`src/rtl/ifu_fetch.sv`:
```
// Instruction fetch unit: one instruction in flight, fetched from instruction
// memory, handed to the decoder, then held until writeback supplies the next PC.
module ifu_fetch #(
   parameter int unsigned           CPU_WIDTH = 32,
   parameter logic [CPU_WIDTH-1:0]  RESET_PC  = 32'h8000_0000
) (
   input  logic                  i_clk,
   input  logic                  i_rst,
   // instruction memory request
   output logic                  o_imem_req_valid,
   input  logic                  i_imem_req_ready,
   output logic [CPU_WIDTH-1:0]  o_imem_req_addr,
   // instruction memory response
   input  logic                  i_imem_rsp_valid,
   input  logic [CPU_WIDTH-1:0]  i_imem_rsp_data,
   input  logic                  i_imem_rsp_err,
   // decoder handoff
   output logic                  o_ifu_valid,
   input  logic                  i_idu_ready,
   output logic [CPU_WIDTH-1:0]  o_ifu_inst,
   output logic [CPU_WIDTH-1:0]  o_ifu_pc,
   // writeback / branch resolution
   input  logic                  i_wb_commit,
   input  logic [CPU_WIDTH-1:0]  i_bru_next_pc,
   // fault reporting
   output logic                  o_ifu_fault,
   output logic [1:0]            o_fault_cause
);

   localparam int unsigned CAUSE_W = 2;

   localparam logic [CAUSE_W-1:0] CAUSE_NONE  = 2'b00;
   localparam logic [CAUSE_W-1:0] CAUSE_BUS   = 2'b01;
   localparam logic [CAUSE_W-1:0] CAUSE_ALIGN = 2'b10;

   typedef enum logic [2:0] {
      ST_REQ   = 3'd0,
      ST_WAIT  = 3'd1,
      ST_DELIV = 3'd2,
      ST_EXEC  = 3'd3,
      ST_FAULT = 3'd4
   } state_t;

   state_t                state_q, state_d;
   logic [CPU_WIDTH-1:0]  pc_q, pc_d;
   logic [CPU_WIDTH-1:0]  inst_q, inst_d;
   logic                  fault_q, fault_d;
   logic [CAUSE_W-1:0]    cause_q, cause_d;

   // State and datapath registers; reset wins over every other event
   always_ff @(posedge i_clk) begin
      if (!i_rst) begin
         state_q <= ST_REQ;
         pc_q    <= RESET_PC;
         inst_q  <= '0;
         fault_q <= 1'b0;
         cause_q <= CAUSE_NONE;
      end else begin
         state_q <= state_d;
         pc_q    <= pc_d;
         inst_q  <= inst_d;
         fault_q <= fault_d;
         cause_q <= cause_d;
      end
   end

   // Next-state and datapath update; events outside their owning state are ignored
   always_comb begin
      state_d = state_q;
      pc_d    = pc_q;
      inst_d  = inst_q;
      fault_d = fault_q;
      cause_d = cause_q;
      unique case (state_q)
         ST_REQ: begin
            if (i_imem_req_ready) begin
               state_d = ST_WAIT;
            end
         end
         ST_WAIT: begin
            if (i_imem_rsp_valid) begin
               if (i_imem_rsp_err) begin
                  state_d = ST_FAULT;
                  fault_d = 1'b1;
                  cause_d = CAUSE_BUS;
               end else begin
                  state_d = ST_DELIV;
                  inst_d  = i_imem_rsp_data;
               end
            end
         end
         ST_DELIV: begin
            if (i_idu_ready) begin
               state_d = ST_EXEC;
            end
         end
         ST_EXEC: begin
            if (i_wb_commit) begin
               if (i_bru_next_pc[1:0] == 2'b00) begin
                  state_d = ST_REQ;
                  pc_d    = i_bru_next_pc;
               end else begin
                  state_d = ST_FAULT;
                  fault_d = 1'b1;
                  cause_d = CAUSE_ALIGN;
               end
            end
         end
         ST_FAULT: begin
            state_d = ST_FAULT;
         end
         default: begin
            state_d = ST_FAULT;
         end
      endcase
   end

   // Outputs decoded from registered state only
   always_comb begin
      o_imem_req_valid = (state_q == ST_REQ);
      o_ifu_valid      = (state_q == ST_DELIV);
      o_imem_req_addr  = pc_q;
      o_ifu_pc         = pc_q;
      o_ifu_inst       = inst_q;
      o_ifu_fault      = fault_q;
      o_fault_cause    = cause_q;
   end

endmodule

```
`config.mk`:
```
export PLATFORM = sky130hd
export DESIGN_NAME = ifu_fetch
export DESIGN_NICKNAME = d
export VERILOG_FILES = /design/src/rtl/ifu_fetch.sv
export SDC_FILE = /design/constraint.sdc
export NUM_CORES = 1
export LEC_CHECK = 0
export ABC_AREA = 1
export BUFFER_PORTS_ARGS = -buffer_cell sky130_fd_sc_hd__buf_2
export CAP_MARGIN = 20
export CELL_PAD_IN_SITES_DETAIL_PLACEMENT = 1
export CELL_PAD_IN_SITES_GLOBAL_PLACEMENT = 1
export CORE_MARGIN = 8
export CORE_UTILIZATION = 31
export CTS_CLUSTER_SIZE = 20
export DETAILED_ROUTE_END_ITERATION = 12
export PLACE_DENSITY = 0.92
export SYNTH_ARGS = -nofsm -noshare
export SYNTH_HDL_FRONTEND = slang
export SYNTH_SLANG_ARGS = --single-unit
```
`constraint.sdc`:
```
create_clock -name i_clk -period 2.6 [get_ports i_clk]
set_input_delay 0.52 -clock i_clk [delete_from_list [all_inputs] [get_ports i_clk]]
set_output_delay 0.52 -clock i_clk [all_outputs]
set_load 0.1 [all_outputs]
```
==> metrics.txt <==
Worst Max-Slew Pin Slew 0.625 ns; PostCTS Resize Cnt 0; Die Ht 110 µm; HPWL after DPL between 7000 and 8000 µm; met2 Track Usage GR between 20% and 30%; largest net degree at the start of global routing 39; crit end category output pin; period utilization 80.9%; met3 Track Usage GR under 10%; minimum hold slack approximately 0.4 ns; RSZ-0062 raised after global routing false; hold_sp i_bru_next_pc[31]; htree depth 3; cell area power density 1000 nW/µm²; clock period minus worst slack roughly 2.1 ns; clock latency on the worst-skew pair roughly 0.33 ns; GRT Total Usage 14.4%; Max clock buf depth 2; drc violations 0; GP Congestion 0.767; Placement Cell Area 3430 µm²; Area Growth Syn to Fin 31.1%; area of the core ~8700 µm²; WL/cell 15.1 µm; Root Buffer clkbuf_8; GR peak layer met2; grt met1 use 14.6%; Slew headroom 58.3%; CTS Buf Count 9; status finished, final reports clean; fraction of layout cells with a size suffix above 1 39.8%; CTS tree yes; initial core utilization 31.9%; Design Power 3.64 mW; Clock Sinks 70; leakage 1.85 nW; Final nets 563; Crit Reg-Reg Endpoint o_ifu_pc[27]$_SDFFE_PN0P_; Vias ~2700; Critical Path, Cell by Cell nor2_1 > inv_1 > nor2_1 > buf_2; worst min path class in -> reg; Max FO, Critical Path 4; endpoints failing setup 0; non-filler cells, final 605; asr flop ratio synth 0%; Syn Std Cell Area 2770 µm²; Antenna Cells 0; reg2reg start state_q[1]$_SDFFE_PN0P_; CP max stage cell buf_2; dpl cells 589; Worst EP required 2.08 ns; WP data arrival 1.58 ns; # Post-CTS Setup Buffers 0; Clock Pin Slew Worst Setup and Hold Paths roughly 0.080 ns; DRT antenna net count 0; GRT Residual Overflow 0; FP Rows 34; Die W 110 µm; max incr delay on CP 0.45 ns; vias in the first global route 2939; cell count after synthesis 357; critical path launch point type flop; initial drt markers between 100 and 150; area share of the largest cell type after synthesis 50.7%; clk_skew 0.0119 ns; Total Routed Length 9120 µm; top cells by area, synth dfxtp_1, nor2_1, o21ai_0; Slew Viols, Final 0; maxcap violations 0; number of synthesized flops with an enable pin 0; synth cell count leaders nor2_1, dfxtp_1, o21ai_0; Net Count, Synth 428; path depth of the worst reg2reg path 7; post-synthesis sequential area ratio 50.7%; delay-heaviest family, CP buffers and inverters; R2R Setup Slk about 0.84 ns; Worst path most repeated cell nor2_1; PortBufs 171; vias per cell approximately 4.5; Finished Cell Area 3630 µm²; Synth area leader dfxtp_1; die area approximately 12000 µm²; final hold violation count 0; first-pass GRT wire length 14700 µm; fmax about 480 MHz; Crit path buffers/inverters 2; Post-CTS Hold Buffers 0; Setup CP Type reg -> out; DR pass1 iterations 5; I/O Pins 172; synth warn 0; antenna violations before repair 0; Worst Hold Path Cells 3; top_reg_cell synth dfxtp_1; Hold Path End o_ifu_pc[31]$_SDFFE_PN1P_; top-count cell post-synth nor2_1; TNS Setup 0 ns; Avg Inst Size Synth approximately 7.7 µm²; Synth Register Bits 70; Netlist cell types 16; Worst VDD drop 0.807 mV
-- per-layer routing --
metal,vias to the layer above,routed length [µm]
met3,12,651
met2,97,4770
li1,1367,-
met1,1246,3570
met5,-,0
met4,0,123
-- placed cells by master (no fill, tap or decap), drive strengths merged --
cell,Yosys,routed
a21oi,8,8
buf,39,175
bufinv,0,1
clkbuf,12,9
clkinv,0,4
clkinvlp,0,1
dfxtp,70,70
inv,12,13
nand2,12,12
nand3,8,8
nand3b,2,2
nor2,132,132
o21ai,62,62
-- stage by stage --
stage	setup slack [ns]	utilization (%)
5_1_grt	0.404	41.8
2_1_floorplan	0.230	-
3_3_place_gp	0.818	39.5
4_1_cts	0.462	41.8
6_report	0.496	41.8
3_5_place_dp	0.722	39.5
-- worst max-delay path by stage --
| stage | from | to | slack (ns) | cells past startpoint |
|---|---|---|---|---|
| 2_1_floorplan | state_q[2]$_SDFFE_PN0P_ | o_ifu_valid | 0.23 | 3 |
| 3_3_place_gp | i_bru_next_pc[1] | o_ifu_pc[9]$_SDFFE_PN0P_ | 0.82 | 7 |
| 3_5_place_dp | i_bru_next_pc[1] | o_ifu_pc[27]$_SDFFE_PN0P_ | 0.72 | 7 |
| 4_1_cts | state_q[2]$_SDFFE_PN0P_ | o_ifu_valid | 0.46 | 4 |
| 5_1_grt | state_q[2]$_SDFFE_PN0P_ | o_ifu_valid | 0.40 | 4 |
| 6_report | state_q[2]$_SDFFE_PN0P_ | o_ifu_valid | 0.50 | 4 |
-- state kept, by name, summed over array words and instances, names as in the netlist --
| signal | flops |
|---|---|
| o_ifu_inst | 32 |
| o_ifu_pc | 32 |
| state_q | 3 |
| o_fault_cause | 2 |
| o_ifu_fault | 1 |
-- worst reg2reg max path, stage by stage, from the launching register on --
cell	delay (ns)
dfxtp_1	0.44
nand2_1	0.10
nor2_2	0.16
nand3_2	0.08
buf_4	0.23
inv_2	0.43
nor2_1	0.11
nor2_1	0.14
-- power by group --
group          internal, mW  switching, mW
Clock                 0.447          0.438
Combinational         0.244           1.24
Sequential             1.19         0.0762
-- logic make-up after synthesis --
group | synth area share (%)
AND/OR/NAND/NOR | 22.1
buffers and inverters | 14.6
flip-flops | 50.7
AO/OA/AOI/OAI | 12.7
-- area by class of cell --
type                    instances  area [µm²]
well taps                     108         135
inverters                      12        45.0
clock inverters                 7        73.8
clock buffers                   9         124
flip-flops and latches         70        1400
repair buffers                175         886
multi-input cells             224         961
fillers                      1154        5050
No activity file was read; power rests on OpenSTA's default activity.
